==> src/rtl/mem_port_arbiter_if.sv <==
// Bundle of requester-side and RAM-controller-side handshake signals for mem_port_arbiter.
// The slave modport is the arbiter's view; master is the surrounding logic's view.
interface mem_port_arbiter_if #(
  parameter int unsigned ADDR_W = 18,
  parameter int unsigned DATA_W = 16
);
  logic              init_req;
  logic [ADDR_W-1:0] init_addr;
  logic [DATA_W-1:0] init_wdata;
  logic              init_done;

  logic              exe_req;
  logic              exe_we;
  logic [ADDR_W-1:0] exe_addr;
  logic [DATA_W-1:0] exe_wdata;
  logic              exe_done;
  logic [DATA_W-1:0] exe_rdata;

  logic              if_req;
  logic [ADDR_W-1:0] if_addr;
  logic              if_done;
  logic [DATA_W-1:0] if_rdata;

  logic              mem_req;
  logic              mem_we;
  logic [ADDR_W-1:0] mem_addr;
  logic [DATA_W-1:0] mem_wdata;
  logic              mem_done;
  logic [DATA_W-1:0] mem_rdata;

  modport slave (
    input  init_req, init_addr, init_wdata,
    input  exe_req, exe_we, exe_addr, exe_wdata,
    input  if_req, if_addr,
    input  mem_done, mem_rdata,
    output init_done, exe_done, if_done, exe_rdata, if_rdata,
    output mem_req, mem_we, mem_addr, mem_wdata
  );

  modport master (
    output init_req, init_addr, init_wdata,
    output exe_req, exe_we, exe_addr, exe_wdata,
    output if_req, if_addr,
    output mem_done, mem_rdata,
    input  init_done, exe_done, if_done, exe_rdata, if_rdata,
    input  mem_req, mem_we, mem_addr, mem_wdata
  );
endinterface

==> src/rtl/mem_port_arbiter.sv <==
// Fixed-priority arbiter (init > exe > if, with IF anti-starvation) sequencing one
// single-port RAM through a registered req/done handshake with a hang timeout.
module mem_port_arbiter #(
  parameter int unsigned ADDR_W       = 18,
  parameter int unsigned DATA_W       = 16,
  parameter int unsigned TIMEOUT      = 15,
  parameter int unsigned STARVE_LIMIT = 4
) (
  input  logic                 clk_i,
  input  logic                 rst_ni,
  mem_port_arbiter_if.slave    bus,
  output logic [1:0]           grant_o,
  output logic                 busy_o,
  output logic                 timeout_err_o
);

  localparam int unsigned WCNT_W = (TIMEOUT > 1) ? $clog2(TIMEOUT) : 1;
  localparam int unsigned SCNT_W = $clog2(STARVE_LIMIT + 1);

  localparam logic [1:0] G_NONE = 2'b00;
  localparam logic [1:0] G_INIT = 2'b01;
  localparam logic [1:0] G_EXE  = 2'b10;
  localparam logic [1:0] G_IF   = 2'b11;

  typedef enum logic [1:0] {
    S_IDLE = 2'd0,
    S_WAIT = 2'd1,
    S_RESP = 2'd2
  } state_e;

  state_e              state_q, state_d;
  logic [1:0]          grant_q, grant_d;
  logic                busy_q, busy_d;
  logic                terr_q, terr_d;
  logic                mem_req_q, mem_req_d;
  logic                mem_we_q, mem_we_d;
  logic [ADDR_W-1:0]   mem_addr_q, mem_addr_d;
  logic [DATA_W-1:0]   mem_wdata_q, mem_wdata_d;
  logic                init_done_q, init_done_d;
  logic                exe_done_q, exe_done_d;
  logic                if_done_q, if_done_d;
  logic [DATA_W-1:0]   exe_rdata_q, exe_rdata_d;
  logic [DATA_W-1:0]   if_rdata_q, if_rdata_d;
  logic [WCNT_W-1:0]   wait_cnt_q, wait_cnt_d;
  logic [SCNT_W-1:0]   starve_q, starve_d;

  logic [1:0]          win;
  logic [DATA_W-1:0]   rsp_data;
  logic                starve_full;

  assign starve_full = (starve_q == SCNT_W'(STARVE_LIMIT));

  // Next-state and registered-output logic.
  always_comb begin
    state_d     = state_q;
    grant_d     = grant_q;
    busy_d      = busy_q;
    terr_d      = terr_q;
    mem_req_d   = mem_req_q;
    mem_we_d    = mem_we_q;
    mem_addr_d  = mem_addr_q;
    mem_wdata_d = mem_wdata_q;
    init_done_d = 1'b0;
    exe_done_d  = 1'b0;
    if_done_d   = 1'b0;
    exe_rdata_d = exe_rdata_q;
    if_rdata_d  = if_rdata_q;
    wait_cnt_d  = wait_cnt_q;
    starve_d    = starve_q;
    win         = G_NONE;
    rsp_data    = bus.mem_rdata;

    unique case (state_q)
      S_IDLE: begin
        if (bus.init_req) begin
          win = G_INIT;
        end else if (bus.if_req && bus.exe_req && starve_full) begin
          win = G_IF;
        end else if (bus.exe_req) begin
          win = G_EXE;
        end else if (bus.if_req) begin
          win = G_IF;
        end

        if (win != G_NONE) begin
          state_d    = S_WAIT;
          grant_d    = win;
          busy_d     = 1'b1;
          mem_req_d  = 1'b1;
          wait_cnt_d = '0;
          case (win)
            G_INIT: begin
              mem_we_d    = 1'b1;
              mem_addr_d  = bus.init_addr;
              mem_wdata_d = bus.init_wdata;
            end
            G_EXE: begin
              mem_we_d    = bus.exe_we;
              mem_addr_d  = bus.exe_addr;
              mem_wdata_d = bus.exe_wdata;
            end
            default: begin
              mem_we_d    = 1'b0;
              mem_addr_d  = bus.if_addr;
              mem_wdata_d = '0;
            end
          endcase
          // An init grant with IF pending leaves the starvation count untouched.
          if (win == G_EXE && bus.if_req) begin
            if (!starve_full) starve_d = starve_q + SCNT_W'(1);
          end else if (win == G_IF || !bus.if_req) begin
            starve_d = '0;
          end
        end
      end

      S_WAIT: begin
        if (bus.mem_done || wait_cnt_q == WCNT_W'(TIMEOUT - 1)) begin
          state_d    = S_RESP;
          mem_req_d  = 1'b0;
          wait_cnt_d = '0;
          if (!bus.mem_done) begin
            rsp_data = '1;
            terr_d   = 1'b1;
          end
          case (grant_q)
            G_INIT: init_done_d = 1'b1;
            G_EXE: begin
              exe_done_d = 1'b1;
              if (!mem_we_q) exe_rdata_d = rsp_data;
            end
            G_IF: begin
              if_done_d  = 1'b1;
              if_rdata_d = rsp_data;
            end
            default: ;
          endcase
        end else begin
          wait_cnt_d = wait_cnt_q + WCNT_W'(1);
        end
      end

      S_RESP: begin
        state_d = S_IDLE;
        grant_d = G_NONE;
        busy_d  = 1'b0;
      end

      default: state_d = S_IDLE;
    endcase
  end

  // State and output registers.
  always_ff @(posedge clk_i or negedge rst_ni) begin
    if (!rst_ni) begin
      state_q     <= S_IDLE;
      grant_q     <= G_NONE;
      busy_q      <= 1'b0;
      terr_q      <= 1'b0;
      mem_req_q   <= 1'b0;
      mem_we_q    <= 1'b0;
      mem_addr_q  <= '0;
      mem_wdata_q <= '0;
      init_done_q <= 1'b0;
      exe_done_q  <= 1'b0;
      if_done_q   <= 1'b0;
      exe_rdata_q <= '0;
      if_rdata_q  <= '0;
      wait_cnt_q  <= '0;
      starve_q    <= '0;
    end else begin
      state_q     <= state_d;
      grant_q     <= grant_d;
      busy_q      <= busy_d;
      terr_q      <= terr_d;
      mem_req_q   <= mem_req_d;
      mem_we_q    <= mem_we_d;
      mem_addr_q  <= mem_addr_d;
      mem_wdata_q <= mem_wdata_d;
      init_done_q <= init_done_d;
      exe_done_q  <= exe_done_d;
      if_done_q   <= if_done_d;
      exe_rdata_q <= exe_rdata_d;
      if_rdata_q  <= if_rdata_d;
      wait_cnt_q  <= wait_cnt_d;
      starve_q    <= starve_d;
    end
  end

  assign bus.mem_req    = mem_req_q;
  assign bus.mem_we     = mem_we_q;
  assign bus.mem_addr   = mem_addr_q;
  assign bus.mem_wdata  = mem_wdata_q;
  assign bus.init_done  = init_done_q;
  assign bus.exe_done   = exe_done_q;
  assign bus.if_done    = if_done_q;
  assign bus.exe_rdata  = exe_rdata_q;
  assign bus.if_rdata   = if_rdata_q;
  assign grant_o        = grant_q;
  assign busy_o         = busy_q;
  assign timeout_err_o  = terr_q;

endmodule

==> src/flat_wrapper.sv <==
// flat-port wrapper written by rule: the top's interface ports become plain ports
module mem_port_arbiter_flat 
#(
  parameter int unsigned ADDR_W       = 18,
  parameter int unsigned DATA_W       = 16,
  parameter int unsigned TIMEOUT      = 15,
  parameter int unsigned STARVE_LIMIT = 4
)
  (clk_i, rst_ni, grant_o, busy_o, timeout_err_o, bus_init_req, bus_init_addr, bus_init_wdata, bus_exe_req, bus_exe_we, bus_exe_addr, bus_exe_wdata, bus_if_req, bus_if_addr, bus_mem_done, bus_mem_rdata, bus_init_done, bus_exe_done, bus_if_done, bus_exe_rdata, bus_if_rdata, bus_mem_req, bus_mem_we, bus_mem_addr, bus_mem_wdata);
  mem_port_arbiter_if #(.ADDR_W(ADDR_W), .DATA_W(DATA_W)) bus_i ();
  input  logic clk_i;
  input  logic rst_ni;
  output logic [1:0] grant_o;
  output logic busy_o;
  output logic timeout_err_o;
  input wire logic [$bits(bus_i.init_req)-1:0] bus_init_req;
  input wire logic [$bits(bus_i.init_addr)-1:0] bus_init_addr;
  input wire logic [$bits(bus_i.init_wdata)-1:0] bus_init_wdata;
  input wire logic [$bits(bus_i.exe_req)-1:0] bus_exe_req;
  input wire logic [$bits(bus_i.exe_we)-1:0] bus_exe_we;
  input wire logic [$bits(bus_i.exe_addr)-1:0] bus_exe_addr;
  input wire logic [$bits(bus_i.exe_wdata)-1:0] bus_exe_wdata;
  input wire logic [$bits(bus_i.if_req)-1:0] bus_if_req;
  input wire logic [$bits(bus_i.if_addr)-1:0] bus_if_addr;
  input wire logic [$bits(bus_i.mem_done)-1:0] bus_mem_done;
  input wire logic [$bits(bus_i.mem_rdata)-1:0] bus_mem_rdata;
  output wire logic [$bits(bus_i.init_done)-1:0] bus_init_done;
  output wire logic [$bits(bus_i.exe_done)-1:0] bus_exe_done;
  output wire logic [$bits(bus_i.if_done)-1:0] bus_if_done;
  output wire logic [$bits(bus_i.exe_rdata)-1:0] bus_exe_rdata;
  output wire logic [$bits(bus_i.if_rdata)-1:0] bus_if_rdata;
  output wire logic [$bits(bus_i.mem_req)-1:0] bus_mem_req;
  output wire logic [$bits(bus_i.mem_we)-1:0] bus_mem_we;
  output wire logic [$bits(bus_i.mem_addr)-1:0] bus_mem_addr;
  output wire logic [$bits(bus_i.mem_wdata)-1:0] bus_mem_wdata;
  assign bus_i.init_req = bus_init_req;
  assign bus_i.init_addr = bus_init_addr;
  assign bus_i.init_wdata = bus_init_wdata;
  assign bus_i.exe_req = bus_exe_req;
  assign bus_i.exe_we = bus_exe_we;
  assign bus_i.exe_addr = bus_exe_addr;
  assign bus_i.exe_wdata = bus_exe_wdata;
  assign bus_i.if_req = bus_if_req;
  assign bus_i.if_addr = bus_if_addr;
  assign bus_i.mem_done = bus_mem_done;
  assign bus_i.mem_rdata = bus_mem_rdata;
  assign bus_init_done = bus_i.init_done;
  assign bus_exe_done = bus_i.exe_done;
  assign bus_if_done = bus_i.if_done;
  assign bus_exe_rdata = bus_i.exe_rdata;
  assign bus_if_rdata = bus_i.if_rdata;
  assign bus_mem_req = bus_i.mem_req;
  assign bus_mem_we = bus_i.mem_we;
  assign bus_mem_addr = bus_i.mem_addr;
  assign bus_mem_wdata = bus_i.mem_wdata;
  mem_port_arbiter #(.ADDR_W(ADDR_W), .DATA_W(DATA_W), .TIMEOUT(TIMEOUT), .STARVE_LIMIT(STARVE_LIMIT)) u_core (.clk_i(clk_i), .rst_ni(rst_ni), .bus(bus_i), .grant_o(grant_o), .busy_o(busy_o), .timeout_err_o(timeout_err_o));
endmodule
==> config.mk <==
export PLATFORM = sky130hd
export DESIGN_NAME = mem_port_arbiter_flat
export DESIGN_NICKNAME = d
export VERILOG_FILES = /design/src/rtl/mem_port_arbiter_if.sv /design/src/rtl/mem_port_arbiter.sv /design/src/flat_wrapper.sv
export SDC_FILE = /design/constraint.sdc
export NUM_CORES = 1
export LEC_CHECK = 0
export BUFFER_PORTS_ARGS = -buffer_cell sky130_fd_sc_hd__buf_2
export CAP_MARGIN = 10
export CORE_MARGIN = 2
export CORE_UTILIZATION = 45
export DETAILED_ROUTE_END_ITERATION = 16
export PLACE_DENSITY = 0.78
export SYNTH_ARGS = -nofsm -noshare
export SYNTH_HDL_FRONTEND = slang
export SYNTH_SLANG_ARGS = --single-unit
==> constraint.sdc <==
create_clock -name clk_i -period 3.05 [get_ports clk_i]
set_input_delay 0.305 -clock clk_i [delete_from_list [all_inputs] [get_ports clk_i]]
set_output_delay 0.305 -clock clk_i [all_outputs]
set_load 0.05 [all_outputs]
* After elaboration in Yosys (flattened, before gate mapping)
Cells that the tools add are included. W data, S select, Z words.
Word-level totals: memories kept 0, memory bits (read-only) 0, bits of input ports 109, bits in registers 84, output and inout bits 75, bits in writable memories 0, latch bits 0
Cells by class: add/sub/neg operators 2, shift operators 0, order comparisons 0, reductions and logical operators 20, bitwise gates (word level) 2, div/mod/pow operators 0, mux-type cells 33, equal/unequal tests 13, multiply operators 0
Operator list (number):
- $pmux W18 S2 | 1
- $pmux W16 S2 | 1
- $mux W16 | 1
- $mux W2 | 8
- $mux W1 | 11
- $eq A2 B2 Y1 const B | 5
- $mux W3 | 3
- $reduce_and A3 Y1 | 3
- $mux W4 | 2
- $pmux W2 S2 | 2
- $pmux W4 S2 | 1
- $reduce_and A2 Y1 | 4
- $reduce_and A4 Y1 | 2
- $reduce_bool A2 Y1 | 4
- $eq A2 B1 Y1 const B | 3
- $pmux W1 S2 | 3
- $add A4 B1 Y4 const B | 1
- $eq A4 B4 Y1 const B | 1
- $ne A2 B1 Y1 const B | 2
- $add A3 B1 Y3 const B | 1
- $eq A3 B3 Y1 const B | 1
- $logic_and A1 B1 Y1 | 3
- $logic_not A2 Y1 | 1
- $logic_or A1 B1 Y1 | 2
- 3 further kinds | 4

* Logic depth before layout (Yosys ltp)
Gate-level depths: netlist (run 1).
depth in word-level cells 9, mapped depth 11

* Least setup slack after synthesis (run 1)
Ideal clock, no wire load.
path kind register to register, start point reg u_core.starve_q[0], end point reg u_core.mem_wdata_q[1], in the netlist u_core.bus.mem_wdata[1], clock period less this slack 2.428 ns, setup time 0.121 ns, arrival 2.307 ns, slack 0.622 ns, stages on the path, launching flop included 11, required time 2.929 ns, buffers on the path 2, cell sequence dfrtp_1 > inv_1 > ha_1 > a21bo_2 > a21oi_1 > ha_1 > or3_1 > clkbuf_1 > buf_1 > nor2_1 > a22o_1
On the way: word-level cells in the longest chain between the ends 7, elaborated cells between the ends (all ways) 10, classes of those cells eq/ne: 3; mux: 4; reduce/logical: 3
Ends and longest elaborated chain:
- start: declaration | RTL line mem_port_arbiter.sv:45 | logic [SCNT_W-1:0] starve_q, starve_d;
- start signal: assignment | RTL line mem_port_arbiter.sv:186 | starve_q <= starve_d;
- $eq A3 B3 Y1 (*) | RTL line mem_port_arbiter.sv:51 | assign starve_full = (starve_q == SCNT_W'(STARVE_LIMIT));
- $logic_and A1 B1 Y1 (*) | RTL line mem_port_arbiter.sv:77 | end else if (bus.if_req && bus.exe_req && starve_full) begin
- $mux W2 (*) | RTL line mem_port_arbiter.sv:77
- $mux W2 (*) | RTL line mem_port_arbiter.sv:75 | if (bus.init_req) begin
- $mux W2 (*) | RTL line mem_port_arbiter.sv:73 | unique case (state_q)
- $eq A2 B2 Y1, or another cell as far along | RTL line mem_port_arbiter.sv:91 | case (win)
- $pmux W16 S2 / $reduce_and A2 Y1 (equally long branches)
- end signal: assignment | RTL line mem_port_arbiter.sv:179 | mem_wdata_q <= mem_wdata_d;
- end: declaration | RTL line mem_port_arbiter.sv:38 | logic [DATA_W-1:0] mem_wdata_q, mem_wdata_d;
Every way passes the cells marked *; elsewhere a longest branch is shown, timed or not. The select of a mux whose other input is x is not followed. A chain may end at the register's enable or synchronous reset.

* Worst setup path in the final report (run 1)
Ends and elaborated chain as after synthesis.

==> results of run 1 <==
path summary, 6_finish.rpt:
| check | start | to | depth (start not counted) |
|---|---|---|---|
| hold reg to reg | u_core.bus.mem_addr[14]$_DFFE_PN0P_ | u_core.bus.mem_addr[14]$_DFFE_PN0P_ | 1 |
| hold / removal | rst_ni | u_core.bus.exe_rdata[12]$_DFFE_PN0P_ | 1 |
| min in group clk_i | bus_mem_rdata[2] | u_core.bus.exe_rdata[2]$_DFFE_PN0P_ | 3 |
| setup / recovery | u_core.starve_q[0]$_DFFE_PN0P_ | u_core.bus.mem_wdata[1]$_DFFE_PN0P_ | 10 |
| setup reg to reg | u_core.starve_q[0]$_DFFE_PN0P_ | u_core.bus.mem_wdata[1]$_DFFE_PN0P_ | 10 |
| max in group asynchronous | rst_ni | u_core.wait_cnt_q[2]$_DFFE_PN0P_ | 1 |
cell families after synthesis:
group	Yosys count	synth area share (%)
AOI/OAI and AO/OA	112	21.9
and+or+nand+nor	76	9.60
muxes	35	9.75
xor gates and xnor gates	1	0.218
adders and majority gates	8	2.49
DFF	84	52.4
buffers and inverters	36	3.71
synth_stat cells, types with 3 or more instances:
master and n:
a211oi_1 18, a21o_1 20, a21oi_1 4, a22o_1 17, a22oi_1 35, buf_1 3, clkbuf_1 21, dfrtp_1 84
ha_1 8, inv_1 8, mux2_2 33, nand2_1 7, nand2b_1 18, nor2_1 40, o21ai_0 4, o2bb2ai_1 3
worst max-delay path: stages (launching register included):
cell,delay (ns)
dfrtp_1,0.39
inv_1,0.07
ha_1,0.26
a21bo_2,0.21
a21oi_1,0.29
inv_1,0.11
ha_1,0.53
buf_4,0.32
a22oi_1,0.20
nor2_1,0.07
a22o_1,0.17
metrics by stage:
step / util, % / setup WS [ns] / cell area (µm²) / hold WS, ns
3_5_place_dp: 57.9 / 0.336 / 5020 / 0.462
6_report: 60.0 / 0.312 / 5210 / 0.123
2_1_floorplan: - / 0.622 / 4020 / 0.00941
5_1_grt: 60.0 / 0.0718 / 5210 / 0.222
3_3_place_gp: 57.9 / 0.521 / 5020 / 0.453
4_1_cts: 60.0 / 0.322 / 5210 / 0.175
sequential cells by signal, summed over array words and instances, names as in the netlist:
name                  count
u_core.bus.mem_addr      18
u_core.wait_cnt_q         4
u_core.busy_o             1
u_core.bus.exe_rdata     16
u_core.bus.init_done      1
u_core.timeout_err_o      1
u_core.state_q            2
u_core.bus.mem_req        1
u_core.bus.exe_done       1
u_core.bus.mem_we         1
u_core.bus.if_rdata      16
u_core.starve_q           3
u_core.bus.mem_wdata     16
u_core.bus.if_done        1
u_core.grant_o            2
per-layer routing:
| layer | vias to the layer above | GRT usage (%) | part of all wire, % |
|---|---|---|---|
| met2 | 149 | 34.0 | 48 |
| li1 | 1643 | - | - |
| met5 | - | 0 | 0 |
| met1 | 1599 | 27.3 | 43 |
| met4 | 0 | 7.38 | 1.7 |
| met3 | 16 | 3.69 | 6.3 |
power by group through the flow:
stage,clock network (mW),registers [mW],logic (mW)
2_1_floorplan,0,3.44,0.887
3_3_place_gp,0,1.91,3.18
3_5_place_dp,0,1.92,3.24
4_1_cts,0.765,1.90,3.24
5_1_grt,0.819,1.96,3.40
6_report,0.734,1.90,3.21
cell type report:
type | count | area [µm²] | share of cell area, %
tap | 108 | 135 | 2.59
timing repair buffer | 191 | 991 | 19.0
sequential | 84 | 2100 | 40.4
clock inverter | 7 | 60.1 | 1.15
multi-input combinational | 232 | 1770 | 33.9
clock buffer | 9 | 124 | 2.38
inverter | 8 | 30.0 | 0.577
==> key figures, run 1 <==
Global route
  • Gr usage total: 20.6%
  • First-pass GRT wire length: 16300 µm
  • GRT overflow: 0
  • Vias in the first global route: 3389
  • Initial antenna violation count: 0
  • Largest net degree at the start of global routing: 85

Setup path
  • CP arrival: 2.98 ns
  • Reg2Reg Setup Slack: 0.31 ns
  • CP Launch Type: flop
  • CP Max Fanout: 26
  • Worst setup EP type: flop
  • Critical path class: flop to flop
  • Crit path required time: 3.29 ns

CTS
  • H-tree levels: 3
  • Reg clk slew, reported paths: 0.10 ns
  • CTS tree: yes
  • Clock sinks: 84
  • Resize count post-CTS: 0
  • CTS max path bufs: 2
  • CTS Buf Count: 9
  • Skew-Pair Late Insertion Delay: 0.35 ns
  • Root buffer cell: clkbuf_8
  • Hold Buf Count CTS: 0
  • Setup bufs post-CTS: 0

Pwr
  • Pwr Total: 5.84 mW
  • Peak supply drop: 0.858 mV
  • Leak: 2.65 nW
  • Pwr/cell area: 1120 nW/µm²
  • Int Pwr: 2.78 mW
  • Sw Ratio: 52.3%
  • Flop pwr share: 32.5%
  • Sw power: 3.05 mW
  • Comb power frac: 55.0%
  • Clock share of power: 12.6%

Routing
  • Final wirelength: 9700 µm
  • Wirelength per Cell: 15.2 µm
  • Vias per cell: 5.33
  • DRC viols: 0
  • Vias: 3407
  • Final ANT Viol Nets: 0
  • DR iter-0 viols: 110
  • Pre-antenna DRT Iters: 4

Run status
  • Outcome: complete, no violations

Finish
  • Area delta synth->final: 29.7%
  • # diodes: 0
  • Layout cells sized above 1: 46.7%
  • Final cell count without fillers: 639
  • Commonest non-fill, non-tap cell in the layout: buf_2
  • Layout Nets: 643
  • Most frequent cells in the layout: 182 x buf_2, 84 x dfrtp_1, 40 x nor2_1
  • Fillers: 758

Synth
  • Yosys reg bits: 84
  • Number of synthesized flops with an enable pin: 0
  • Area contributors post-synth: dfrtp_1 52%, mux2_2 9.3%, a22oi_1 6.5%
  • Most used DFF post-synth: dfrtp_1
  • Syn avg cell area: 11.4 µm²
  • Distinct cells, synth: 43
  • Yosys warnings: 0
  • Area fraction of the dominant cell type after synthesis: 52.4%
  • Ys async rst share: 100%
  • Register area share after synthesis: 52.4%
  • Post-Syn Area: 4020 µm²
  • Synth Net Count: 469
  • Synth Instances: 352
  • Area leader, netlist: dfrtp_1

Timing
  • Worst Skew: 0.0165 ns
  • Final Hold Fails: 0
  • Final worst path period share: 89.8%
  • Max Freq: 0.365 GHz
  • Setup TNS: 0 ns
  • Worst Tran Pin Value: 1.05 ns
  • Minimum clock period: 2.74 ns
  • Slew headroom: 29.8%
  • Slew Limit Fails: 0
  • RSZ-0062 raised after global routing: false
  • # setup viols final: 0

Floorplan
  • Die width: 98.5 µm
  • Core footprint: 8680 µm²
  • Initial Util: 46.3%
  • Die ar.: 9690 µm²
  • Row cnt: 34
  • I/O Pins: 184
  • Die Y: 98.5 µm

Placed design
  • Dpl cells: 623
  • PortBufs: 183
  • Placer Congestion: 0.887
  • HPWL Detailed: 7190 µm

Job
  • Number of max-cap violations: 0

Min path
  • HP Class: input port to asynchronous set/reset pin
No activity file was read; power rests on OpenSTA's default activity.
==> run 2, diff against run 1 <==
--- a/config.mk
+++ b/config.mk
@@ -5,12 +5,13 @@
 export SDC_FILE = /design/constraint.sdc
 export NUM_CORES = 1
 export LEC_CHECK = 0
-export BUFFER_PORTS_ARGS = -buffer_cell sky130_fd_sc_hd__buf_2
+export BUFFER_PORTS_ARGS = -buffer_cell sky130_fd_sc_hd__buf_4
 export CAP_MARGIN = 10
 export CORE_MARGIN = 2
-export CORE_UTILIZATION = 45
+export CORE_UTILIZATION = 47
 export DETAILED_ROUTE_END_ITERATION = 16
-export PLACE_DENSITY = 0.78
+export PLACE_DENSITY = 0.81
+export SKIP_CTS_REPAIR_TIMING = 1
 export SYNTH_ARGS = -nofsm -noshare
 export SYNTH_HDL_FRONTEND = slang
 export SYNTH_SLANG_ARGS = --single-unit
==> key figures, run 2 (synthesized netlist as in run 1, its figures left out) <==
Run status
  • Outcome: complete, no violations

Finish
  • Most frequent cells in the layout: 186 x buf_4, 84 x dfrtp_1, 40 x nor2_1
  • Commonest non-fill, non-tap cell in the layout: buf_4
  • # diodes: 0
  • Layout Nets: 641
  • Area delta synth->final: 41.9%
  • Number of flip-flops in the largest register: 18
  • Layout cells sized above 1: 46.4%

Floorplan
  • Die Y: 96.4 µm
  • Initial Util: 48.6%
  • Die width: 96.4 µm
  • Die ar.: 9300 µm²
  • Row cnt: 33
  • Core footprint: 8260 µm²
  • I/O Pins: 184

Setup path
  • R2R Path Start: u_core.starve_q[0]$_DFFE_PN0P_
  • CP Launch Type: flop
  • Crit path required time: 3.29 ns
  • Crit path cell chain: inv_1 -> ha_1 -> a21bo_2 -> a21oi_1 -> inv_1 -> ha_1 -> buf_4 -> a22oi_1 -> nor2_1 -> a22o_1
  • Worst setup EP type: flop
  • Worst Path Buf+Inv: 3
  • Origin of the worst setup path: u_core.starve_q[0]$_DFFE_PN0P_
  • CP top delay family: compound AO/OA/AOI/OAI gates
  • Reg2Reg Setup Slack: 0.36 ns
  • CP Max Fanout: 26
  • CP arrival: 2.94 ns
  • Reg-to-reg critical path endpoint: u_core.bus.mem_wdata[2]$_DFFE_PN0P_
  • Reg2Reg Depth: 10
  • Crit path depth: 10
  • CP endpoint: u_core.bus.mem_wdata[2]$_DFFE_PN0P_
  • Worst path slowest cell: ha_1
  • CP peak stage delay: 0.52 ns
  • Critical path class: flop to flop

Routing
  • Final wirelength: 10300 µm
  • Vias: 3487
  • Routed wl met2: 5070 µm
  • Routed wl met3: 793 µm
  • Pre-antenna DRT Iters: 5
  • Wirelength per Cell: 16.3 µm
  • DRC viols: 0
  • Final ANT Viol Nets: 0
  • DR iter-0 viols: 145
  • DRT met1 WL: 4210 µm
  • Uppermost layer routed: met4
  • Vias per cell: 5.51

Timing
  • Hold slack: 0.117 ns
  • Final worst path period share: 88.3%
  • Minimum clock period: 2.69 ns
  • Worst Tran Pin Value: 1.00 ns
  • Max Freq: 0.371 GHz
  • Setup TNS: 0 ns
  • # setup viols final: 0
  • Final worst slack: 0.356 ns
  • Worst Skew: 0.0117 ns
  • Slew Limit Fails: 0
  • Slew headroom: 33.1%
  • RSZ-0062 raised after global routing: false
  • Final Hold Fails: 0

Global route
  • Initial antenna violation count: 0
  • GRT overflow: 0
  • First-pass GRT wire length: 16100 µm
  • Largest net degree at the start of global routing: 85
  • Gr usage total: 22.4%
  • Vias in the first global route: 3437

Pwr
  • Leak: 2.79 nW
  • Pwr/cell area: 1110 nW/µm²
  • Peak supply drop: 0.750 mV
  • Pwr Total: 6.31 mW

CTS
  • CTS tree: yes
  • CTS max path bufs: 2
  • Skew-Pair Late Insertion Delay: 0.35 ns
  • CTS Buf Count: 9
  • Root buffer cell: clkbuf_8
  • Clock sinks: 84
  • H-tree levels: 3
  • Reg clk slew, reported paths: 0.08 ns

Job
  • Number of max-cap violations: 0

Min path
  • HP Class: input port to asynchronous set/reset pin

Placed design
  • PortBufs: 183
  • Placer Congestion: 0.810
  • Place WS: 0.340 ns
  • HPWL Detailed: 7720 µm
==> run 2: cell count changes in the layout (fill, tap and decap cells not counted) <==
| cell | before | now |
|---|---|---|
| buf_12 | 1 | 3 |
| bufinv_16 | 0 | 2 |
| clkinv_4 | 4 | 0 |
| buf_4 | 8 | 186 |
| inv_6 | 2 | 1 |
| buf_2 | 182 | 0 |
| clkinv_2 | 0 | 1 |
| clkinvlp_4 | 1 | 2 |
==> run 2: cell type report <==
type	count	area, µm²
Multi-Input combinational cell	232	1770
Clock inverter	6	88.8
Sequential cell	84	2100
Timing Repair Buffer	189	1460
Inverter	8	30.0
Fill cell	626	2560
Tap cell	105	131
Clock buffer	9	124
==> run 2: stage by stage <==
step	cell area (µm²)	utilization (%)	cells
6_report	5700	69.0	633
5_1_grt	5700	69.0	633
4_1_cts	5700	69.0	633
3_5_place_dp	5490	66.4	618
3_3_place_gp	5490	66.4	618
2_1_floorplan	4020	-	352
==> run 2: report_power, final <==
group	total, mW	switching (mW)	internal, mW
clock	0.851	0.393	0.458
combinational	3.52	2.34	1.18
sequential	1.94	0.346	1.59
==> run 2: worst min path at each step <==
stage	end	slack, ns	cells past startpoint
6_report	u_core.bus.exe_rdata[5]$_DFFE_PN0P_	0.12	1
4_1_cts	u_core.bus.exe_rdata[5]$_DFFE_PN0P_	0.16	1
3_5_place_dp	u_core.bus.mem_addr[6]$_DFFE_PN0P_	0.47	1
3_3_place_gp	u_core.timeout_err_o$_DFFE_PN0P_	0.46	1
5_1_grt	u_core.bus.if_rdata[1]$_DFFE_PN0P_	0.22	1
2_1_floorplan	u_core.bus.exe_done$_DFF_PN0_	0.009	0
==> run 2: worst reg2reg max path, delay by kind of cell, from the launching register on <==
kind | cells | cell delay (ns)
AOI/OAI and AO/OA | 4 | 0.84
adders and majority gates | 2 | 0.76
buffers and inverters | 3 | 0.51
DFF | 1 | 0.40
and+or+nand+nor | 1 | 0.07
==> run 2: routing by layer <==
metal | global-route usage [%] | vias up
met5 | 0 | -
met4 | 9.15 | 0
met3 | 4.50 | 19
met2 | 37.4 | 152
met1 | 28.6 | 1683
li1 | - | 1633
